$ cat config.mk
export PLATFORM = sky130hd
export DESIGN_NAME = jk_excite_driver
export DESIGN_NICKNAME = d
export VERILOG_FILES = /design/src/rtl/jkx_pkg.sv /design/src/rtl/jk_excite.sv /design/src/rtl/jk_excite_driver.sv
export SDC_FILE = /design/constraint.sdc
export NUM_CORES = 1
export LEC_CHECK = 0
export ABC_AREA = 0
export BUFFER_PORTS_ARGS = -buffer_cell sky130_fd_sc_hd__buf_2
export CORE_AREA = 2 2 39 41
export DETAILED_ROUTE_END_ITERATION = 6
export DIE_AREA = 0 0 41 43
export SLEW_MARGIN = 25
export SYNTH_ARGS = -nofsm -noshare
export SYNTH_HDL_FRONTEND = slang
export SYNTH_SLANG_ARGS = --single-unit
$ cat constraint.sdc
create_clock -name clk -period 1.4 [get_ports clk]
set_clock_uncertainty 0.2 [all_clocks]
set_input_delay 0.21 -clock clk [delete_from_list [all_inputs] [get_ports clk]]
set_output_delay 0.21 -clock clk [all_outputs]
set_load 0.01 [all_outputs]
$ cat src/rtl/jkx_pkg.sv
// jkx_pkg: shared types and constants for the JK excitation driver.
// Holds the FSM state encoding, the {J,K} excitation constants and the
// check-result helper used by jk_excite_driver.
package jkx_pkg;

  typedef enum logic [1:0] {
    IDLE  = 2'b00,
    DRIVE = 2'b01,
    CHECK = 2'b10
  } jkx_state_t;

  // Excitation constants, packed as {J, K}. J=K=1 (toggle) is never driven.
  localparam logic [1:0] HOLD = 2'b00;
  localparam logic [1:0] SET  = 2'b10;
  localparam logic [1:0] RST  = 2'b01;

  // A check fails when the flop missed its target or its outputs are not
  // complementary (Q == Qb indicates a broken flop or wiring fault).
  function automatic logic jkx_check_fail(input logic q, input logic qb, input logic expv);
    return (q != expv) | (q == qb);
  endfunction

endpackage : jkx_pkg

$ cat src/rtl/jk_excite.sv
// jk_excite: combinational excitation table for a JK flip-flop.
// Maps the current Q and the requested next value onto a {J,K} pair using
// only hold/set/reset, so the toggle code is never produced.
module jk_excite
  import jkx_pkg::*;
(
  input  logic       q,
  input  logic       tgt,
  output logic [1:0] jk
);

  // Excitation lookup: transition {Q, next} -> {J, K}
  always_comb begin
    jk = HOLD;
    case ({q, tgt})
      2'b00:   jk = HOLD;
      2'b01:   jk = SET;
      2'b10:   jk = RST;
      2'b11:   jk = HOLD;
      default: jk = HOLD;
    endcase
  end

endmodule : jk_excite

$ cat src/rtl/jk_excite_driver.sv
// jk_excite_driver: drives an external JK flip-flop to a requested value and
// verifies the result through its Q/Qb feedback.
// Sequence per target: IDLE (accept) -> DRIVE (J/K held one cycle) ->
// CHECK (compare, pulse done) -> IDLE. One target every 3 cycles.
// Optional feature: define JKX_ERRCNT_EN to add the saturating err_cnt port.
module jk_excite_driver
  import jkx_pkg::*;
#(
  parameter int CNT_W = 8
)
(
  input  logic             clk,
  input  logic             rst,
  input  logic             tgt_valid,
  input  logic             tgt_bit,
  output logic             tgt_ready,
  output logic             J,
  output logic             K,
  input  logic             Q,
  input  logic             Qb,
  output logic             done,
  output logic             err
`ifdef JKX_ERRCNT_EN
  ,
  output logic [CNT_W-1:0] err_cnt
`endif
);

  jkx_state_t state_r;
  logic       ready_r;
  logic [1:0] jk_r;
  logic       done_r;
  logic       err_r;
  logic       exp_r;

  logic [1:0] jk_map_s;
  logic [1:0] jk_next_s;
  logic       accept_s;
  logic       fail_s;

`ifdef JKX_ERRCNT_EN
  logic [CNT_W-1:0] err_cnt_r;
`else
  // CNT_W only sizes err_cnt; this empty guard keeps the parameter referenced
  // in the build without the counter.
  if (CNT_W < 1) begin : g_cnt_w_unused
  end
`endif

  jk_excite u_jk_excite (
    .q   (Q),
    .tgt (tgt_bit),
    .jk  (jk_map_s)
  );

  // Next excitation: a non-complementary flop (Q == Qb) gets HOLD, since its
  // current state is unknown; the following check then fails on Q == Qb.
  always_comb begin
    jk_next_s = HOLD;
    if (Q == Qb) begin
      jk_next_s = HOLD;
    end else begin
      jk_next_s = jk_map_s;
    end
  end

  assign accept_s = tgt_valid & ready_r;
  assign fail_s   = jkx_check_fail(Q, Qb, exp_r);

  // Sequencer FSM with all outputs registered
  always_ff @(posedge clk or posedge rst) begin
    if (rst) begin
      state_r   <= IDLE;
      ready_r   <= 1'b1;
      jk_r      <= HOLD;
      done_r    <= 1'b0;
      err_r     <= 1'b0;
      exp_r     <= 1'b0;
`ifdef JKX_ERRCNT_EN
      err_cnt_r <= {CNT_W{1'b0}};
`endif
    end else begin
      case (state_r)
        IDLE: begin
          done_r <= 1'b0;
          if (accept_s) begin
            exp_r   <= tgt_bit;
            jk_r    <= jk_next_s;
            ready_r <= 1'b0;
            state_r <= DRIVE;
          end else begin
            jk_r    <= HOLD;
            ready_r <= 1'b1;
            state_r <= IDLE;
          end
        end
        DRIVE: begin
          jk_r    <= HOLD;
          done_r  <= 1'b0;
          ready_r <= 1'b0;
          state_r <= CHECK;
        end
        CHECK: begin
          jk_r    <= HOLD;
          done_r  <= 1'b1;
          ready_r <= 1'b1;
          state_r <= IDLE;
          if (fail_s) begin
            err_r <= 1'b1;
`ifdef JKX_ERRCNT_EN
            if (err_cnt_r != {CNT_W{1'b1}}) begin
              err_cnt_r <= err_cnt_r + {{(CNT_W-1){1'b0}}, 1'b1};
            end
`endif
          end
        end
        default: begin
          jk_r    <= HOLD;
          done_r  <= 1'b0;
          ready_r <= 1'b1;
          state_r <= IDLE;
        end
      endcase
    end
  end

  assign tgt_ready = ready_r;
  assign J         = jk_r[1];
  assign K         = jk_r[0];
  assign done      = done_r;
  assign err       = err_r;
`ifdef JKX_ERRCNT_EN
  assign err_cnt   = err_cnt_r;
`endif

endmodule : jk_excite_driver
### Word-level counts from Yosys, hierarchy flattened

Index checks and enable logic that the tools add are counted.

* register bits after elaboration: 8
* output and inout bits: 5
* word-level logic and storage cells: 29

* eq/ne operators: 7
* multiplexer cells: 9
* bitwise gates (word level): 2
* reductions and logical operators: 5

Operators with widths (number)
* $eq 2x2->1 const B: 3
* $mux 2: 3
* $pmux 2 s3: 1
* $eq 2x1->1 const B: 2
* $logic_not 2->1: 2
* $pmux 2 s2: 1
* $reduce_and 2->1: 2
* $mux 1: 3
* $pmux 1 s2: 1
* $reduce_or 2->1: 1
* $and 1x1->1: 1
* $eq 1x1->1: 1
* $ne 1x1->1: 1
* $or 1x1->1: 1

### Depth between registers and ports, before layout

Gate-level depths: netlist of the first run.

* depth in word-level cells: 6
* gate-level depth with buffers: 2

### Cells and area by module

A second synthesis of the first run with hierarchy kept.

* cells, all modules: 24
* area, all modules: 335.3 um^2

By module, submodules not included
* jk_excite_driver: times used 1, cells each 22, area an instance 320.3 um^2
* jk_excite: times used 1, cells each 2, area an instance 15.0 um^2

### Least setup slack after synthesis of the first run

OpenSTA, ideal clock, no wires.

* kind: register to register
* start: register ready_r, in the netlist tgt_ready
* end: register exp_r
* data arrival time: 1.078 ns
* path slack: -0.003 ns
* stages on the path, launching flop included: 3
* library setup time: 0.125 ns
* clock period less this slack: 1.403 ns
* data required time: 1.075 ns
* cell sequence: dfstp_2 -> and4bb_4 -> mux2_4

* word-level cells in the longest chain between the ends: 2

Ends and longest elaborated chain
* start: declaration: line jk_excite_driver.sv:30 `logic ready_r;`
* start signal: assignment: line jk_excite_driver.sv:74 `ready_r <= 1'b1;`
* start signal: assignment: line jk_excite_driver.sv:89 `ready_r <= 1'b0;`
* start signal: assignment: line jk_excite_driver.sv:93 `ready_r <= 1'b1;`
* $and 1x1->1: line jk_excite_driver.sv:67 `assign accept_s = tgt_valid & ready_r;`
* $reduce_and 2->1 (no line)
* end signal: assignment: line jk_excite_driver.sv:87 `exp_r <= tgt_bit;`
* end: declaration: line jk_excite_driver.sv:34 `logic exp_r;`

Every way passes these cells.
A chain may end at the register's enable or synchronous reset.

### Final worst setup path of the first run

Same ends and word-level chain as after synthesis.

==> tab_implementation.tex, run 1 <==
\begin{tabular}{lr}
\hline
Metric & Value \\
\hline
\multicolumn{2}{l}{\textbf{Timing}} \\
\quad Hold\_ws & 12.4 ps \\
\quad Final Hold Viols & 0 \\
\quad Unrepaired setup endpoints after global routing & yes \\
\quad Max-slew violation total from the final report & 0 \\
\quad Setup violators final & 0 \\
\quad Fraction of the cycle the final worst path needs & 0.991 \\
\quad Max Freq & 721 MHz \\
\quad Clock period minus worst slack & 1390 ps \\
\quad Transition time of the tightest slew-check pin & 309 ps \\
\quad Max-slew headroom & 0.793 \\
\multicolumn{2}{l}{\textbf{GRT}} \\
\quad Wire length of the first global-routing pass & 876 µm \\
\quad Global routing usage summed across all routing layers & 0.0842 \\
\quad Number of global-route vias before repair & 212 \\
\quad Total congestion overflow & 0 \\
\quad Number of antenna violations at the first check in global routing & 0 \\
\quad Pin count of the biggest net entering global routing & 9 \\
\multicolumn{2}{l}{\textbf{Min path}} \\
\quad Type of the tightest min-delay check & input pin to flop \\
\multicolumn{2}{l}{\textbf{Floorplan}} \\
\quad Total core area & 1380 µm² \\
\quad Starting density of the core & 0.224 \\
\quad Ports placed on the boundary & 11 \\
\quad Chip width & 41 µm \\
\quad Full die area & 1760 µm² \\
\quad Number of placement rows & 14 \\
\quad Chip Height & 43 µm \\
\multicolumn{2}{l}{\textbf{Placed design}} \\
\quad Count of port buffers added during placement & 10 \\
\quad DP Wirelength & 439 µm \\
\quad Gp weighted congestion & 0.648 \\
\multicolumn{2}{l}{\textbf{Detailed routing}} \\
\quad Post-detailed-routing wire length & 542 µm \\
\quad DRC errors left & 0 \\
\quad Length of the first detailed-routing pass in iterations & 2 \\
\quad Iteration-0 DRC count of the detailed router & 1 \\
\quad Highest signal layer in the routed design & met4 \\
\quad M1 WL & 243 µm \\
\quad Total length of routed met3 wires & 68 µm \\
\quad WL/cell & 10.0 µm \\
\quad Mean number of vias per cell & 4.04 \\
\quad Met2 WL & 214 µm \\
\quad Post-DRT Antenna Nets & 0 \\
\quad Total vias in the final route & 218 \\
\multicolumn{2}{l}{\textbf{Finish}} \\
\quad Area occupied by multi-input gates & 105 µm² \\
\quad Fill cell count & 143 \\
\quad FF+latch area & 201 µm² \\
\quad Area overhead of the layout relative to synthesis & 43.5\% \\
\quad Count of antenna diodes in the layout & 0 \\
\quad Fraction of layout cells with a size suffix above 1 & 0.579 \\
\quad Total Nets Final & 45 \\
\multicolumn{2}{l}{\textbf{Critical path}} \\
\quad Kind of start point of the critical path & flop \\
\quad Worst-path maximum fanout & 4 \\
\quad Type of the worst setup path & flop to flop \\
\quad WP data arrival & 1320 ps \\
\quad Critical path capture point type & flop \\
\quad Critical path data required time & 1340 ps \\
\multicolumn{2}{l}{\textbf{Yosys}} \\
\quad Netlist area before placement & 310 µm² \\
\quad Synth Warn \# & 0 \\
\quad Fraction of the yosys area taken by sequential cells & 0.649 \\
\quad Number of instances in the synthesized netlist & 20 \\
\quad Number of register bits inferred by synthesis & 8 \\
\quad Total nets after synthesis & 26 \\
\quad Synth cell types & 14 \\
\quad Average footprint of a synthesized cell & 15.5 µm² \\
\multicolumn{2}{l}{\textbf{CTS}} \\
\quad Total CTS buffers & 3 \\
\quad TritonCTS clock tree & built \\
\quad \# clock sinks & 8 \\
\quad Clock-pin slew on the worst setup and hold paths & 50 ps \\
\quad Latest clock arrival within the worst-skew pair & 250 ps \\
\quad Root buffer cell & clkbuf\_4 \\
\quad Number of levels in the clock H-tree & 1 \\
\quad Maximum root-to-sink buffer count & 2 \\
\multicolumn{2}{l}{\textbf{Outcome}} \\
\quad Result of the run & completed \\
\multicolumn{2}{l}{\textbf{Power and ir drop}} \\
\quad Overall power consumption & 781 µW \\
\quad Power density of the placed cells & 1750 nW/µm² \\
\quad Worst voltage drop across the vdd grid & 0.529 mV \\
\quad Reported leakage power & 0.223 nW \\
\multicolumn{2}{l}{\textbf{Job}} \\
\quad Max\_cap viols & 0 \\
\hline
\end{tabular}
-- sequential cells by signal, summed over array words and instances (netlist names) --
signal and flops:
state_r 2, exp_r 1, err 1, done 1, tgt_ready 1, jk_r 2
-- worst max-delay path: stages, from the launching register on --
cell and delay (ps):
dfstp_2 520, and4bb_4 250, mux2_4 300
-- worst paths after layout --
kind,startpoint,to,slack [ps],cells after the start
setup / recovery,tgt_ready,exp_r,10,2
hold / removal,tgt_bit,exp_r,10,2
setup reg to reg,tgt_ready,exp_r,10,2
hold reg to reg,err,err,280,1
max in group asynchronous,rst,tgt_ready,470,3
min in group asynchronous,rst,state_r[1],240,3
-- metal layers --
metal  GRT usage  up-vias
met5           0        -
met4       0.100        0
met3      0.0314        2
met2      0.0969       13
met1       0.103       95
li1            -      108
-- where the power goes --
part	leakage (nW)	internal [mW]	switching [mW]	total [mW]
Sequential	0.0985	0.307	0.0305	0.337
Clock	0.0150	0.109	0.0790	0.188
Combinational	0.109	0.165	0.0901	0.255
-- per-stage QoR --
stage	util	cell area, µm²	instances	setup TNS [ps]	setup WS [ps]
2_1_floorplan	-	310	20	-2.78	-2.78
3_3_place_gp	0.291	403	49	0	27.6
3_5_place_dp	0.291	403	49	0	18.1
4_1_cts	0.322	445	54	0	9.43
5_1_grt	0.322	445	54	-16.2	-11.6
6_report	0.322	445	54	0	13.1
-- cell type report --
cell class	instances	area share
multi-input combinational	11	0.236
tap	16	0.0449
inverter	1	0.00843
sequential	8	0.452
timing repair buffer	14	0.199
clock buffer	4	0.0590
-- cell usage after synthesis --
cell type | n | area (µm²)
and2b_1 | 1 | 7.51
and4bb_4 | 1 | 16.3
or3b_1 | 1 | 8.76
a21oi_1 | 1 | 5.00
a31o_1 | 1 | 8.76
and4bb_2 | 1 | 12.5
mux2_4 | 1 | 15.0
dfstp_2 | 1 | 26.3
nand3b_1 | 1 | 7.51
dfrtp_1 | 7 | 175
or2_2 | 1 | 6.26
and4b_2 | 1 | 11.3
inv_1 | 1 | 3.75
nor2b_1 | 1 | 6.26
-- what timing repair did --
action,4_1_cts,5_1_grt
buffers inserted,0,0
setup endpoints to repair,1,2
hold buffers,1,0
endpoints found under the hold margin,8,0
resized for setup,1,0
-- kinds of logic (layout without fill, tap and decap cells) --
logic type,after synthesis,after routing,share of synthesized area
buffers and inverters,1,19,0.0121
and+or+nand+nor,8,8,0.246
muxes,1,1,0.0484
DFF,8,8,0.649
AOI/OAI and AO/OA,2,2,0.0443
-- cells in the final DEF, fill, tap and decap left out, drive strengths merged --
| cell type | Yosys | layout |
|---|---|---|
| buf | 0 | 13 |
| dfrtp | 7 | 7 |
| clkbuf | 0 | 4 |
| and4bb | 2 | 2 |
| mux2 | 1 | 1 |
| a21oi | 1 | 1 |
| or2 | 1 | 1 |
| and2b | 1 | 1 |
| and4b | 1 | 1 |
| inv | 1 | 1 |
| nand3b | 1 | 1 |
| or3b | 1 | 1 |
| a31o | 1 | 1 |
| nor2b | 1 | 1 |
| dlygate4sd3 | 0 | 1 |
| dfstp | 1 | 1 |
Note: power is estimated with default switching activity, not from simulation.
==> run 2, diff against run 1 <==
--- a/config.mk
+++ b/config.mk
@@ -5,7 +5,7 @@
 export SDC_FILE = /design/constraint.sdc
 export NUM_CORES = 1
 export LEC_CHECK = 0
-export ABC_AREA = 0
+export ABC_AREA = 1
 export BUFFER_PORTS_ARGS = -buffer_cell sky130_fd_sc_hd__buf_2
 export CORE_AREA = 2 2 39 41
 export DETAILED_ROUTE_END_ITERATION = 6
==> run 2 against run 1 <==
  * Sequential share of layout area up 0.64 points
  * Register-to-register slack better by 220 ps
  * Area after synthesis grew 4.0%
  * Final area fell by 1.4%
  * Critical path depth shrank 1
  * Sequential cell count is the same
  * Global-route usage up 0.57 points
  * Critical path type is now flop to primary output
  * Largest cell class unchanged
  * Largest power group unchanged
==> tab_implementation.tex, run 2 <==
\begin{tabular}{lr}
\hline
Metric & Value \\
\hline
\multicolumn{2}{l}{\textbf{Yosys}} \\
\quad Netlist area before placement & 323 µm² (was 310 µm²) \\
\quad Synth Warn \# & 0 (unchanged) \\
\quad Total nets after synthesis & 41 (was 26) \\
\quad Share of synthesized registers carrying an async set or reset & 1.00 (unchanged) \\
\quad Synth cell types & 11 (was 14) \\
\quad Cell type contributing the most total cell area after synthesis & dfrtp\_1 (unchanged) \\
\quad Ranking of synthesized cells by area & dfrtp\_1, dfstp\_2, nand2\_1, inv\_1, nand3\_1 (was dfrtp\_1, dfstp\_2, and4bb\_4, mux2\_4, and4bb\_2) \\
\quad Dominant synthesized flop cell & dfrtp\_1 (unchanged) \\
\quad Number of instances in the synthesized netlist & 35 (was 20) \\
\quad Cell types with the highest counts after synthesis & dfrtp\_1, nand2\_1, inv\_1 \\
\quad Average footprint of a synthesized cell & 9.22 µm² (was 15.5 µm²) \\
\quad Fraction of the yosys area taken by sequential cells & 0.624 (was 0.649) \\
\quad Number of flops mapped to enable cells by yosys & 0 (unchanged) \\
\quad Fraction of synthesized cell area taken by the top area cell type & 0.543 (was 0.565) \\
\quad Number of register bits inferred by synthesis & 8 (unchanged) \\
\multicolumn{2}{l}{\textbf{Timing}} \\
\quad Fraction of the cycle the final worst path needs & 0.922 (was 0.991) \\
\quad Max Freq & 775 MHz (was 721 MHz) \\
\quad Final Hold Viols & 0 (unchanged) \\
\quad Max-slew headroom & 0.794 (was 0.793) \\
\quad Setup TNS & 0 ps (unchanged) \\
\quad Setup violators final & 0 (unchanged) \\
\quad Max-slew violation total from the final report & 0 (unchanged) \\
\quad Worst path setup slack after routing & 110 ps (was 13.1 ps) \\
\quad Unrepaired setup endpoints after global routing & no (was yes) \\
\quad Clock period minus worst slack & 1290 ps (was 1390 ps) \\
\quad Transition time of the tightest slew-check pin & 309 ps (about the same) \\
\multicolumn{2}{l}{\textbf{Detailed routing}} \\
\quad Length of the first detailed-routing pass in iterations & 2 (unchanged) \\
\quad Mean number of vias per cell & 4.00 (was 4.04) \\
\quad WL/cell & 8.30 µm (was 10.0 µm) \\
\quad Post-detailed-routing wire length & 556 µm (was 542 µm) \\
\quad Iteration-0 DRC count of the detailed router & 1 (unchanged) \\
\quad DRC errors left & 0 (unchanged) \\
\quad Total vias in the final route & 268 (was 218) \\
\quad Post-DRT Antenna Nets & 0 (unchanged) \\
\multicolumn{2}{l}{\textbf{Finish}} \\
\quad Total Nets Final & 58 (was 45) \\
\quad Most common library cell in the layout ignoring fill and taps & buf\_2 (unchanged) \\
\quad Area overhead of the layout relative to synthesis & 36.0\% (was 43.5\%) \\
\quad Fill cell count & 159 (was 143) \\
\quad Number of cells in the finished layout apart from fillers & 67 (was 54) \\
\quad Commonest non-fill, non-tap cells in the layout & buf\_2, nand2\_1, dfrtp\_1 (was buf\_2, dfrtp\_1, clkbuf\_4, buf\_4) \\
\quad Registers with the most flip-flops & jk\_r x2, state\_r x2 (unchanged) \\
\quad Count of antenna diodes in the layout & 0 (unchanged) \\
\quad Fraction of layout cells with a size suffix above 1 & 0.392 (was 0.579) \\
\multicolumn{2}{l}{\textbf{CTS}} \\
\quad TritonCTS clock tree & built (unchanged) \\
\quad Number of buffers inserted to repair setup after CTS & 0 (unchanged) \\
\quad Maximum root-to-sink buffer count & 2 (unchanged) \\
\quad Cells resized by post-CTS repair & 0 (was 1) \\
\quad Latest clock arrival within the worst-skew pair & 260 ps (was 250 ps) \\
\quad Total CTS buffers & 3 (unchanged) \\
\quad Number of levels in the clock H-tree & 1 (unchanged) \\
\quad Clock-pin slew on the worst setup and hold paths & 60 ps (was 50 ps) \\
\quad Root buffer cell & clkbuf\_4 (unchanged) \\
\quad \# clock sinks & 8 (unchanged) \\
\multicolumn{2}{l}{\textbf{Min path}} \\
\quad Hold Path Origin & Qb (was tgt\_bit) \\
\quad Hold endpoint & jk\_r[1] (was exp\_r) \\
\quad Type of the tightest min-delay check & input pin to flop (unchanged) \\
\quad Hold depth & 3 (was 2) \\
\multicolumn{2}{l}{\textbf{Power and ir drop}} \\
\quad Comb power frac & 0.266 (was 0.327) \\
\quad Clock group share of total power & 0.260 (was 0.241) \\
\quad Sw Share & 0.326 (was 0.256) \\
\quad Internal power component & 491 µW (was 581 µW) \\
\quad Net switching power figure & 238 µW (was 200 µW) \\
\quad Power density of the placed cells & 1660 nW/µm² (was 1750 nW/µm²) \\
\quad Sequential share of power & 0.474 (was 0.432) \\
\quad Reported leakage power & 0.243 nW (was 0.223 nW) \\
\quad Worst voltage drop across the vdd grid & 0.376 mV (was 0.529 mV) \\
\multicolumn{2}{l}{\textbf{Placed design}} \\
\quad DP Wirelength & 443 µm (was 439 µm) \\
\quad Gp weighted congestion & 0.607 (was 0.648) \\
\quad Worst slack at placement & 203 ps (was 18.1 ps) \\
\quad Count of port buffers added during placement & 10 (unchanged) \\
\quad Post-Place Cells & 61 (was 49) \\
\multicolumn{2}{l}{\textbf{Outcome}} \\
\quad Result of the run & completed (unchanged) \\
\multicolumn{2}{l}{\textbf{Floorplan}} \\
\quad Chip width & 41 µm (unchanged) \\
\quad Starting density of the core & 0.233 (was 0.224) \\
\quad Full die area & 1760 µm² (unchanged) \\
\quad Total core area & 1380 µm² (unchanged) \\
\quad Chip Height & 43 µm (unchanged) \\
\quad Ports placed on the boundary & 11 (unchanged) \\
\quad Number of placement rows & 14 (unchanged) \\
\multicolumn{2}{l}{\textbf{Critical path}} \\
\quad Highest cell delay on the worst timing path & 520 ps (about the same) \\
\quad Buf/Inv on CP & 1 (was 0) \\
\quad Critical R2R Launch & tgt\_ready (unchanged) \\
\quad Library cell contributing the largest single delay on the critical path & dfstp\_2 (unchanged) \\
\quad Critical path data required time & 990 ps (was 1340 ps) \\
\quad Kind of start point of the critical path & flop (unchanged) \\
\quad WP data arrival & 880 ps (was 1320 ps) \\
\quad Critical path capture point type & primary output (was flop) \\
\quad Worst-path maximum fanout & 2 (was 4) \\
\quad Flop-to-flop setup slack & 230 ps (was 10 ps) \\
\quad Worst r2r dst & exp\_r (unchanged) \\
\quad CP cell instances & buf\_2 (was and4bb\_4 -> mux2\_4) \\
\quad Type of the worst setup path & flop to primary output (was flop to flop) \\
\quad Number of cells on the worst reg-to-reg path & 5 (was 2) \\
\quad Family of cells with the greatest summed delay on the critical path & flip-flops (unchanged) \\
\multicolumn{2}{l}{\textbf{GRT}} \\
\quad Wire length of the first global-routing pass & 959 µm (was 876 µm) \\
\quad Pin count of the biggest net entering global routing & 9 (unchanged) \\
\quad Number of global-route vias before repair & 263 (was 212) \\
\quad Number of antenna violations at the first check in global routing & 0 (unchanged) \\
\quad Global routing usage summed across all routing layers & 0.0899 (was 0.0842) \\
\quad Total congestion overflow & 0 (unchanged) \\
\multicolumn{2}{l}{\textbf{Job}} \\
\quad Max\_cap viols & 0 (unchanged) \\
\hline
\end{tabular}
## run 2: per-layer routing
| metal | routed length [µm] | vias up | track usage |
|---|---|---|---|
| li1 | - | 138 | - |
| met1 | 244 | 121 | 0.0918 |
| met2 | 258 | 9 | 0.125 |
| met3 | 54 | 0 | 0.0628 |
| met4 | 0 | 0 | 0.0600 |
| met5 | 0 | - | 0 |
## run 2: worst max path at each step
| stage | start | slack (ps) | to | cells past startpoint |
|---|---|---|---|---|
| 2_1_floorplan | tgt_ready | 240 | exp_r | 5 |
| 3_3_place_gp | tgt_ready | 220 | exp_r | 5 |
| 3_5_place_dp | tgt_ready | 200 | exp_r | 5 |
| 4_1_cts | tgt_ready | 100 | tgt_ready | 1 |
| 5_1_grt | tgt_ready | 60 | tgt_ready | 1 |
| 6_report | tgt_ready | 110 | tgt_ready | 1 |
## run 2: logic make-up (layout without fill, tap and decap cells)
logic type	after synthesis	in the layout	synth area share
AOI/OAI and AO/OA	1	1	0.0155
buffers and inverters	8	24	0.0930
and+or+nand+nor	18	18	0.267
DFF	8	8	0.624
## run 2: timing repair
action | CTS | global route
hold buffers | 2 | 0
endpoints found under the setup margin | 0 | 0
endpoints found under the hold margin | 10 | 0
## run 2: area by class of cell
class | count | area [µm²] | share of cell area
sequential | 8 | 201 | 0.459
multi-input combinational | 19 | 91.3 | 0.208
timing repair buffer | 12 | 70.1 | 0.160
inverter | 8 | 30.0 | 0.0684
clock buffer | 4 | 26.3 | 0.0598
tap | 16 | 20.0 | 0.0456
## run 2: per-stage QoR
| stage | total power, mW | hold slack, ps | util | area (µm²) |
|---|---|---|---|---|
| floorplan | 0.481 | -175 | - | 323 |
| global placement | 0.537 | -39.4 | 0.284 | 393 |
| detailed placement | 0.543 | -26.6 | 0.284 | 393 |
| CTS | 0.741 | 7.57 | 0.317 | 439 |
| global route | 0.798 | 18.0 | 0.317 | 439 |
| finish | 0.728 | 17.6 | 0.317 | 439 |
## run 2: power by group through the flow
stage | Combinational [mW] | Clock (mW) | Sequential [mW]
global placement | 0.190 | 0 | 0.347
detailed placement | 0.194 | 0 | 0.349
floorplan | 0.120 | 0 | 0.361
finish | 0.194 | 0.189 | 0.345
CTS | 0.199 | 0.197 | 0.345
global route | 0.226 | 0.212 | 0.360
